===== src/rtl/nb_adc_decimator.sv =====
// nb_adc_decimator: I/Q boxcar decimator between the ADC pads and the NB DSP core.
// Sums 2^D signed samples and emits their floor mean on a valid/ready port.
// Output samples are framed into FRAME_LEN-sample blocks for the FFT/correlator.
// Ports:
//   CLK, RESETn          clock, synchronous active-low reset
//   EN                   run enable (START_FFT); low returns the block to IDLE
//   ADC_I, ADC_Q         signed DW-bit samples, valid every cycle
//   DECIMATE_FACTOR      exponent D, latched on IDLE->RUN
//   OUT_I, OUT_Q         decimated samples
//   OUT_VALID/OUT_READY  output handshake
//   OUT_LAST             qualifies the final sample of a frame
//   SAMPLE_IDX           frame position of the presented sample
//   FRAME_DONE           high while in DONE
//   OVERRUN              sticky, set when a result is dropped
module nb_adc_decimator #(
    parameter int unsigned DW         = 10,
    parameter int unsigned DMAX       = 7,
    parameter int unsigned FRAME_LEN  = 12,
    parameter bit          CONTINUOUS = 1'b0
) (
    input  logic          CLK,
    input  logic          RESETn,
    input  logic          EN,
    input  logic [DW-1:0] ADC_I,
    input  logic [DW-1:0] ADC_Q,
    input  logic [2:0]    DECIMATE_FACTOR,
    output logic [DW-1:0] OUT_I,
    output logic [DW-1:0] OUT_Q,
    output logic          OUT_VALID,
    input  logic          OUT_READY,
    output logic          OUT_LAST,
    output logic [3:0]    SAMPLE_IDX,
    output logic          FRAME_DONE,
    output logic          OVERRUN
);
    localparam int unsigned AW  = DW + DMAX;
    localparam int unsigned PW  = DMAX;
    localparam int unsigned CW  = 4;
    localparam int unsigned DFW = 3;
    localparam logic [CW-1:0] LAST_IDX = CW'(FRAME_LEN - 1);

    typedef enum logic [1:0] {ST_IDLE, ST_RUN, ST_DONE} state_t;

    state_t               state_q, state_d;
    logic [DFW-1:0]       d_q, d_d;
    logic signed [AW-1:0] acc_i_q, acc_i_d, acc_q_q, acc_q_d;
    logic [PW-1:0]        phase_q, phase_d;
    logic [CW-1:0]        cnt_q, cnt_d;
    logic [DW-1:0]        out_i_q, out_i_d, out_q_q, out_q_d;
    logic                 out_valid_q, out_valid_d;
    logic                 out_last_q, out_last_d;
    logic [CW-1:0]        idx_q, idx_d;
    logic                 frame_done_q, frame_done_d;
    logic                 overrun_q, overrun_d;

    logic [PW:0]          ratio_c;
    logic [PW-1:0]        phase_max_c;
    logic signed [AW-1:0] sum_i_c, sum_q_c, mean_i_c, mean_q_c;
    logic                 produce_c;

    // Next-state, accumulation, framing and handshake
    always_comb begin
        state_d      = state_q;
        d_d          = d_q;
        acc_i_d      = acc_i_q;
        acc_q_d      = acc_q_q;
        phase_d      = phase_q;
        cnt_d        = cnt_q;
        out_i_d      = out_i_q;
        out_q_d      = out_q_q;
        out_valid_d  = out_valid_q;
        out_last_d   = out_last_q;
        idx_d        = idx_q;
        overrun_d    = overrun_q;
        produce_c    = 1'b0;

        ratio_c     = (PW+1)'(1) << d_q;
        phase_max_c = PW'(ratio_c - (PW+1)'(1));
        // The current sample joins the sum in the same cycle the mean is taken
        sum_i_c     = acc_i_q + AW'($signed(ADC_I));
        sum_q_c     = acc_q_q + AW'($signed(ADC_Q));
        mean_i_c    = sum_i_c >>> d_q;
        mean_q_c    = sum_q_c >>> d_q;

        if (out_valid_q && OUT_READY) begin
            out_valid_d = 1'b0;
            out_last_d  = 1'b0;
        end

        if (!EN) begin
            // Dropping EN discards any partial sum; OUT_I/OUT_Q keep their last value
            state_d     = ST_IDLE;
            acc_i_d     = '0;
            acc_q_d     = '0;
            phase_d     = '0;
            cnt_d       = '0;
            out_valid_d = 1'b0;
            out_last_d  = 1'b0;
            overrun_d   = 1'b0;
        end else begin
            case (state_q)
                ST_IDLE: begin
                    state_d = ST_RUN;
                    d_d     = DECIMATE_FACTOR;
                    acc_i_d = '0;
                    acc_q_d = '0;
                    phase_d = '0;
                    cnt_d   = '0;
                end
                ST_RUN: begin
                    if (phase_q == phase_max_c) begin
                        produce_c = 1'b1;
                        acc_i_d   = '0;
                        acc_q_d   = '0;
                        phase_d   = '0;
                        if (cnt_q == LAST_IDX) begin
                            cnt_d = '0;
                            if (!CONTINUOUS) state_d = ST_DONE;
                        end else begin
                            cnt_d = cnt_q + CW'(1);
                        end
                    end else begin
                        acc_i_d = sum_i_c;
                        acc_q_d = sum_q_c;
                        phase_d = phase_q + PW'(1);
                    end
                end
                ST_DONE: ;
                default: state_d = ST_IDLE;
            endcase
        end

        // A result finding the output slot still occupied is lost but still counted
        if (produce_c) begin
            if (!out_valid_q || OUT_READY) begin
                out_i_d     = DW'(mean_i_c);
                out_q_d     = DW'(mean_q_c);
                out_valid_d = 1'b1;
                out_last_d  = (cnt_q == LAST_IDX);
                idx_d       = cnt_q;
            end else begin
                overrun_d = 1'b1;
            end
        end

        frame_done_d = (state_d == ST_DONE);
    end

    // State and output registers
    always_ff @(posedge CLK) begin
        if (!RESETn) begin
            state_q      <= ST_IDLE;
            d_q          <= '0;
            acc_i_q      <= '0;
            acc_q_q      <= '0;
            phase_q      <= '0;
            cnt_q        <= '0;
            out_i_q      <= '0;
            out_q_q      <= '0;
            out_valid_q  <= 1'b0;
            out_last_q   <= 1'b0;
            idx_q        <= '0;
            frame_done_q <= 1'b0;
            overrun_q    <= 1'b0;
        end else begin
            state_q      <= state_d;
            d_q          <= d_d;
            acc_i_q      <= acc_i_d;
            acc_q_q      <= acc_q_d;
            phase_q      <= phase_d;
            cnt_q        <= cnt_d;
            out_i_q      <= out_i_d;
            out_q_q      <= out_q_d;
            out_valid_q  <= out_valid_d;
            out_last_q   <= out_last_d;
            idx_q        <= idx_d;
            frame_done_q <= frame_done_d;
            overrun_q    <= overrun_d;
        end
    end

    assign OUT_I      = out_i_q;
    assign OUT_Q      = out_q_q;
    assign OUT_VALID  = out_valid_q;
    assign OUT_LAST   = out_last_q;
    assign SAMPLE_IDX = idx_q;
    assign FRAME_DONE = frame_done_q;
    assign OVERRUN    = overrun_q;

endmodule


===== config.mk =====
export PLATFORM = sky130hd
export DESIGN_NAME = nb_adc_decimator
export DESIGN_NICKNAME = d
export VERILOG_FILES = /design/src/rtl/nb_adc_decimator.sv
export SDC_FILE = /design/constraint.sdc
export NUM_CORES = 1
export LEC_CHECK = 0
export ABC_AREA = 1
export BUFFER_PORTS_ARGS = -buffer_cell sky130_fd_sc_hd__buf_4
export CAP_MARGIN = 30
export CORE_UTILIZATION = 35
export DETAILED_ROUTE_END_ITERATION = 8
export PLACE_DENSITY = 0.56
export SLEW_MARGIN = 40
export SYNTH_ARGS = -nofsm -noshare
export SYNTH_HDL_FRONTEND = slang
export SYNTH_SLANG_ARGS = --single-unit
export TNS_END_PERCENT = 10

===== constraint.sdc =====
create_clock -name CLK -period 4.3 [get_ports CLK]
set_input_delay 0.86 -clock CLK [delete_from_list [all_inputs] [get_ports CLK]]
set_output_delay 0.86 -clock CLK [all_outputs]
set_load 0.05 [all_outputs]

# Word-level counts from Yosys, hierarchy flattened
# Index checks and enable logic that the tools add are counted.
# Widths: inputs -> output; s select.
# word_totals
register_bits	78
word_cells	63
output_inout_bits	28
in_bits	27
# op_classes
n_reduce_logical	9
add_sub_neg	5
n_shift	3
eq_ne	6
mux	27
# op_table
operator	count
$pmux 17 s2	2
$add 17x10->17	2
$mux 17	2
$sshr 17x3->10	2
$mux 1	14
$pmux 7 s2	1
$mux 4	2
$pmux 4 s2	1
$reduce_and 2->1	4
$add 7x1->7 const B	1
$eq 7x7->1	1
$mux 7	1
$shl 1x3->7 const A	1
$sub 7x1->7 const B	1
$mux 2	3
$pmux 2 s3	1
$add 4x1->4 const B	1
$eq 2x2->1 const B	2
$eq 4x4->1 const B	1
$eq 2x1->1 const B	1
$logic_not 2->1	1
$ne 2x2->1 const B	1
$reduce_bool 2->1	1
$logic_and 1x1->1	1
other kinds (2)	2

# Logic depth before layout (Yosys ltp)
# Gate-level depths: netlist (run 1).
# logic_depth
ltp_word	7
mapped_depth	18
depth_no_buf	17

# Worst setup path before layout (run 1)
# No wires, ideal clock.
# synth_path
path_kind	input port to flip-flop
from	input port ADC_I[0]
to	register out_i_q[8] (netlist: OUT_I[8])
t_arrival_ps	2452
required_ps	4182
stages	15
n_path_buf	0
path_slack_ps	1731
setup_time_ps	118
cell_sequence	ha_1 -> inv_1 -> fa_1 -> nand3b_1 -> nand2_1 -> nand2_1 -> nand2_1 -> nand2_1 -> and2_1 -> nand2_1 -> nand3_1 -> nand3_1 -> nand2_1 -> nor2_1 -> nor2_1
# synth_via
elab_chain_cells	2
# synth_lines
item	line	source
start: declaration	24	input logic [DW-1:0] ADC_I,
$add 17x10->17	80	sum_i_c = acc_i_q + AW'($signed(ADC_I));
$sshr 17x3->10	82	mean_i_c = sum_i_c >>> d_q;
end signal: assignment	172	out_i_q <= out_i_d;
end: declaration	49	logic [DW-1:0] out_i_q, out_i_d, out_q_q, out_q_d;
# Every way passes these cells.
# A chain may end at the register's enable or synchronous reset.

# Final worst setup path (run 1)
# layout_path
from	register d_q[2]
to	register out_q_q[3] (netlist: OUT_Q[3])
# layout_via
elab_chain_cells	7
elab_cells_between_ends	8
classes_between	add/sub (1); eq/ne (1); shift (2); mux (3); reduce/logical (1)
# layout_lines
item	line	source
start: declaration	45	logic [DFW-1:0] d_q, d_d;
start signal: assignment	153	d_q <= '0;
start signal: assignment	167	d_q <= d_d;
$shl 1x3->7	77	ratio_c = (PW+1)'(1) << d_q;
$sub 7x1->7	78	phase_max_c = PW'(ratio_c - (PW+1)'(1));
$eq 7x7->1	111	if (phase_q == phase_max_c) begin
$mux 1	111	
$mux 1	101	case (state_q)
$mux 1	90	if (!EN) begin
$reduce_and 2->1 (no line)	-	
end signal: assignment	173	out_q_q <= out_q_d;
end: declaration	49	
# Parallel ways exist; a longest one is shown, timed or not.

==> impl_metrics.json, run 1 <==
{
  "wl_um": 17100,
  "rr_startpoint": "d_q[2]",
  "dp.cells": 1223,
  "ctsResizeCount": 0,
  "post_cts_buffers": 0,
  "die_height_um": 132,
  "synth_xor_area_frac": 0.0341,
  "path_cells": "buf_4, inv_2, nand2_1, ha_1, xnor2_1, xor2_1, o21ai_0, nor2_1, nand2_2, nor3_4, buf_4, nor2_1, nor2_1, nand2_1, inv_1",
  "core_area_um2": 16500,
  "max_stage_delay_ns": 0.52,
  "htree_levels": 3,
  "grt_max_degree": 45,
  "io_pins": 55,
  "p_leak_uw": 0.00330,
  "async_flop_share": 0,
  "finalClockSkew_ns": 0.00899,
  "power.share.combinational": 0.207,
  "row_count": 47,
  "finalSetupTns_ns": 0,
  "start_util": 0.357,
  "syn_avg_cell_area_um2": 6.06,
  "viasPerCell": 4.90,
  "grt_setup_unrepaired": "no",
  "hpwl_um": 13300,
  "cap_violations": 0,
  "dieArea_um2": 17400,
  "nFillCells": 1834,
  "path_clk_slew_ns": 0.07,
  "synth_fp_nets": 1037,
  "area_growth_syn_to_layout_pct": 15.3,
  "final_cells": 1239,
  "end_kind": "flop",
  "power_density_nw_per_um2": 287,
  "area.sequential_um2": 1560,
  "p_int_uw": 1330,
  "synth-compound-area-share": 0.119,
  "antenna_found_initial": 0,
  "setup_viol": 0,
  "synth_warnings": 0,
  "clockBufferDepth": 2,
  "portBuffers": 54,
  "synth_area_um2": 5900,
  "ys.flop_type": "dfxtp_1",
  "ir_drop_mv": 0.188,
  "synth_top_family_by_area": "simple AND/OR/NAND/NOR gates",
  "worstRegToRegCells": 15,
  "synth_edf_count": 0,
  "detail-route-antenna-nets": 0,
  "drc_errors": 0,
  "timing.rr.end": "OUT_Q[3]",
  "critPathArrivalTime_ns": 3.44,
  "cts_hold_buf": 0,
  "switching_share": 0.318,
  "synth_common_cells": "nand2_1, nand3_1, inv_1",
  "timing.final.crit_period_ns": 3.15,
  "cts_tree": "yes",
  "clock_sinks": 78,
  "numCtsBuffers": 9,
  "grt_pass1_wl_um": 28200,
  "first_pass_iters": 5,
  "critical_path_required_ns": 4.59,
  "path_class": "flop to flop",
  "synth_cells": 973,
  "fmax_ghz": 0.318,
  "multi_input_area_um2": 3800,
  "min_to": "acc_i_q[12]",
  "cpMostUsedCell": "nor2_1",
  "diodes": 0,
  "synth_area_leaders": "dfxtp_1, nand2_1, nand3_1",
  "grt-ovfl-total": 0,
  "synthSimpleGateAreaFrac": 0.406,
  "worst_pin_slew_ns": 0.705,
  "finalHoldViolCount": 0,
  "startpoint_type": "flop",
  "switching_power_uw": 621,
  "synth-seq-cells": 78,
  "period_share": 0.732,
  "synth_adder_area_share": 0.0810,
  "muxShareOfSynthArea": 0.00339,
  "final-max-slew-violation-count": 0,
  "r2r_setup_slack_ns": 1.15,
  "clk_latency_ns": 0.35,
  "drtIter0Drc": 384,
  "critPathMaxFanout": 26,
  "grt_pass1_vias": 5633,
  "finalNetCount": 1078,
  "clkPwrFrac": 0.411,
  "vias": 6074,
  "holdCritPathClass": "flop to flop",
  "hp-start": "acc_i_q[12]",
  "synth_seq_area_share": 0.265,
  "layout-drive-gt1-share": 0.0903,
  "grt_usage": 0.201,
  "yosysTopAreaCellShare": 0.265,
  "status": "complete, no violations",
  "synth_area_leader_cell": "dfxtp_1",
  "holdPathStages": 2,
  "yosysMostFrequentCell": "nand2_1",
  "timing.slew.headroom": 0.530,
  "synth.distinct_cells": 33,
  "share_seq_of_total_power": 0.382,
  "die_w_um": 132,
  "route.detailed.wl_per_inst_um": 13.8,
  "p_total_uw": 1950,
  "clock-root-buffer": "clkbuf_16",
  "slowest_stage": "nor3_4",
  "gp_congestion": 0.894
}
logic make-up (layout without fill, tap and decap cells):
group,count (synthesis),after routing
AND/OR/NAND/NOR,563,563
buffers and inverters,137,183
AO/OA/AOI/OAI,133,133
flip-flops,78,78
adder cells (fa/ha/maj),37,37
XOR/XNOR,23,23
multiplexers,2,2
critical path, delay by kind of cell (launching register included):
family                     cells  cell delay (ns)
AOI/OAI and AO/OA              1             0.09
DFF                            1             0.30
xor gates and xnor gates       2             0.33
and+or+nand+nor                7             1.18
buffers and inverters          4             0.90
adders and majority gates      1             0.28
sequential cells by signal (all words and copies together) (netlist names):
| register | cells |
|---|---|
| FRAME_DONE | 1 |
| OUT_I | 10 |
| OUT_LAST | 1 |
| OUT_Q | 10 |
| OUT_VALID | 1 |
| OVERRUN | 1 |
| SAMPLE_IDX | 4 |
| acc_i_q | 17 |
| acc_q_q | 17 |
| cnt_q | 4 |
| d_q | 3 |
| phase_q | 7 |
| state_q | 2 |
area by class of cell:
class                   count  area share
clock buffers               9      0.0331
clock inverters             7      0.0114
inverters                 104      0.0574
multi-input cells         758       0.559
flip-flops and latches     78       0.230
well taps                 220      0.0405
repair buffers             63      0.0695
routing by layer:
metal / GRT usage / vias to the layer above / share of wire
li1: - / 3248 / -
met1: 0.268 / 2708 / 0.48
met2: 0.342 / 104 / 0.47
met3: 0.0296 / 14 / 0.036
met4: 0.0388 / 0 / 0.0093
met5: 0 / - / 0
per-stage QoR:
stage	util	hold WS (ns)	worst slack, ns	cell area [um^2]
after floorplan	-	0.440	1.73	5900
after global placement	0.393	0.450	1.23	6500
after detailed placement	0.393	0.453	1.20	6500
after CTS	0.412	0.462	1.16	6800
after global routing	0.412	0.481	0.735	6800
final	0.412	0.459	1.15	6800
power by group through the flow:
stage	combinational, uW	clock, uW	sequential [uW]
after floorplan	286	0	766
after global placement	402	0	762
after detailed placement	401	0	762
after CTS	404	818	745
after global routing	456	854	746
final	403	803	745
cells in the final DEF, fill, tap and decap left out, types with 3 or more instances in the layout:
master,synthesis,final
or2_2,4,4
inv_6,0,4
a21oi_1,86,86
clkbuf_16,0,9
nand3b_1,9,9
and2_1,4,4
nand2_2,2,3
dfxtp_1,78,78
nor2_1,71,71
nand2_1,315,314
nand3_1,145,145
buf_4,5,63
a22oi_1,4,4
o21ai_0,33,33
xnor2_1,8,8
inv_2,3,3
ha_1,35,35
o21a_1,3,3
xor2_1,15,15
inv_1,101,101
nand4_1,6,6
how the worst max path moves through the flow:
stage	start	end	cells past startpoint
finish	d_q[2]	OUT_Q[3]	15
CTS	d_q[2]	OUT_I[2]	15
global route	d_q[2]	OUT_Q[3]	15
detailed placement	d_q[2]	OUT_I[2]	15
global placement	ADC_Q[0]	OUT_Q[1]	14
floorplan	ADC_I[0]	OUT_I[8]	15
No activity file was read; power rests on OpenSTA's default activity.
==> inputs of run 2 (changes only) <==
--- a/config.mk
+++ b/config.mk
@@ -10,7 +10,7 @@
 export CAP_MARGIN = 30
 export CORE_UTILIZATION = 35
 export DETAILED_ROUTE_END_ITERATION = 8
-export PLACE_DENSITY = 0.56
+export PLACE_DENSITY = 0.58
 export SLEW_MARGIN = 40
 export SYNTH_ARGS = -nofsm -noshare
 export SYNTH_HDL_FRONTEND = slang
==> constraint.sdc (replaced) <==
create_clock -name CLK -period 2.6 [get_ports CLK]
set_input_delay 0.52 -clock CLK [delete_from_list [all_inputs] [get_ports CLK]]
set_output_delay 0.52 -clock CLK [all_outputs]
set_load 0.05 [all_outputs]
==> run 2 against run 1 <==
Register-to-register slack worse by 0.95 ns. Cell count up 1.4%. Non-clock buffer count up 17. Fmax up 31%. Clock-buffer cell count unchanged. Largest cell class unchanged. Highest routed layer unchanged. Clock skew down 0.00097 ns. Sequential cell count unchanged. Core utilization up 0.95 points. Total power up 64%. Hold slack worse by 0.011 ns.
==> impl_metrics.json, run 2 (synthesis results as in run 1) <==
{
  "clock-root-buffer": "clkbuf_16",
  "grt_usage": 0.208,
  "layout-drive-gt1-share": 0.108,
  "antenna_found_initial": 0,
  "holdWs_ns": 0.448,
  "grt_max_degree": 44,
  "die_w_um": 132,
  "finalNetCount": 1095,
  "layout_commonest_cell": "nand2_1",
  "cts_tree": "yes",
  "portBuffers": 54,
  "status": "complete, no violations",
  "critPathArrivalTime_ns": 2.65,
  "clock_sinks": 78,
  "grt_pass1_vias": 5949,
  "hp-start": "DECIMATE_FACTOR[1]",
  "cap_violations": 0,
  "worst_pin_slew_ns": 0.624,
  "path_clk_slew_ns": 0.07,
  "path_class": "flop to flop",
  "wl_um": 17200,
  "core_area_um2": 16500,
  "path_depth": 12,
  "viasPerCell": 4.92,
  "worstRegToRegCells": 12,
  "timing.slew.headroom": 0.582,
  "startpoint_type": "flop",
  "top_regs": "acc_i_q: 17 flops, acc_q_q: 17 flops",
  "detail-route-antenna-nets": 0,
  "setup_viol": 0,
  "fmax_ghz": 0.417,
  "period_share": 0.923,
  "die_height_um": 132,
  "final-max-slew-violation-count": 0,
  "grt-ovfl-total": 0,
  "htree_levels": 3,
  "drc_errors": 0,
  "diodes": 0,
  "layout_common_cells": "nand2_1, nand3_1, inv_1",
  "clockBufferDepth": 2,
  "dieArea_um2": 17400,
  "gp_congestion": 0.844,
  "vias": 6183,
  "grt_pass1_wl_um": 29100,
  "route.detailed.wl_per_inst_um": 13.7,
  "path_cells": "inv_2, buf_4, nor2_1, nor2_1, nand3_1, xor2_1, nand2_2, nor3_4, buf_12, nand3_1, nand2_1, inv_1",
  "max_stage_delay_ns": 0.49,
  "timing.final.crit_period_ns": 2.40,
  "rr_startpoint": "d_q[2]",
  "crit_buf_inv": 4,
  "numCtsBuffers": 9,
  "clk_latency_ns": 0.35,
  "holdPathStages": 3,
  "critical_path_required_ns": 2.85,
  "finalHoldViolCount": 0,
  "crit_family": "simple AND/OR/NAND/NOR gates",
  "p_leak_uw": 0.00338,
  "area_growth_syn_to_layout_pct": 18.0,
  "row_count": 47,
  "ir_drop_mv": 0.444,
  "critical_path.startpoint": "d_q[2]",
  "finalSetupTns_ns": 0,
  "start_util": 0.357,
  "drtIter0Drc": 375,
  "slowest_stage": "nor2_1",
  "power_density_nw_per_um2": 460,
  "first_pass_iters": 6,
  "holdCritPathClass": "input pin to flop",
  "io_pins": 55,
  "critPathMaxFanout": 23,
  "finalClockSkew_ns": 0.00802,
  "cts_hold_buf": 0,
  "hpwl_um": 13100,
  "end_kind": "flop",
  "grt_setup_unrepaired": "no"
}
## run 2: cell count changes in the layout (fill, tap and decap cells not counted), sizes merged
cell,before,now
clkinv,1,0
bufinv,1,0
clkinvlp,1,3
buf,63,80
## run 2: area by class of cell
type                    count  area (um^2)
fillers                  1765         9560
multi-input cells         758         3810
flip-flops and latches     78         1570
repair buffers             80          629
inverters                 104          394
well taps                 220          275
clock buffers               9          225
clock inverters             7         63.8
## run 2: worst register-to-register path, delay by kind of cell (launching register included)
kind / cells / cell delay, ns
simple gates: 7 / 1.28
flops: 1 / 0.34
xor+xnor: 1 / 0.22
buf+inv: 4 / 0.46
## run 2: per-stage QoR
| step | util | setup slack [ns] | power [uW] | instance area (um^2) | std cells |
|---|---|---|---|---|---|
| after floorplan | - | 0.196 | 1740 | 5900 | 973 |
| after global placement | 0.402 | 0.00820 | 1950 | 6640 | 1238 |
| after detailed placement | 0.402 | 0.0265 | 1950 | 6640 | 1238 |
| after CTS | 0.419 | 0.107 | 3230 | 6920 | 1254 |
| after global routing | 0.421 | 0.0514 | 3380 | 6960 | 1256 |
| final | 0.421 | 0.200 | 3200 | 6960 | 1256 |
## run 2: path summary, 6_finish.rpt
check	end	slack (ns)
setup / recovery	OUT_Q[2]	0.20
setup reg to reg	OUT_Q[2]	0.20
hold / removal	d_q[1]	0.45
hold reg to reg	acc_q_q[7]	0.46
## run 2: layer usage
layer  part of all wire  vias up  GRT usage  wire [um]
met5                  0        -          0          0
met4              0.026        0     0.0866        442
met3              0.042       25     0.0231        729
met2               0.45      137      0.340       7780
met1               0.48     2739      0.279       8290
li1                   -     3282          -          -
## run 2: timing repair
| action | in CTS | in global routing |
|---|---|---|
| setup buffers | 0 | 2 |
| setup endpoints to repair | 0 | 66 |
| resized for setup | 0 | 6 |
## run 2: power by group
part | total [uW] | switching [uW] | internal (uW)
combinational | 695 | 447 | 248
clock | 1270 | 603 | 671
sequential | 1230 | 15.5 | 1210
total | 3200 | 1070 | 2130
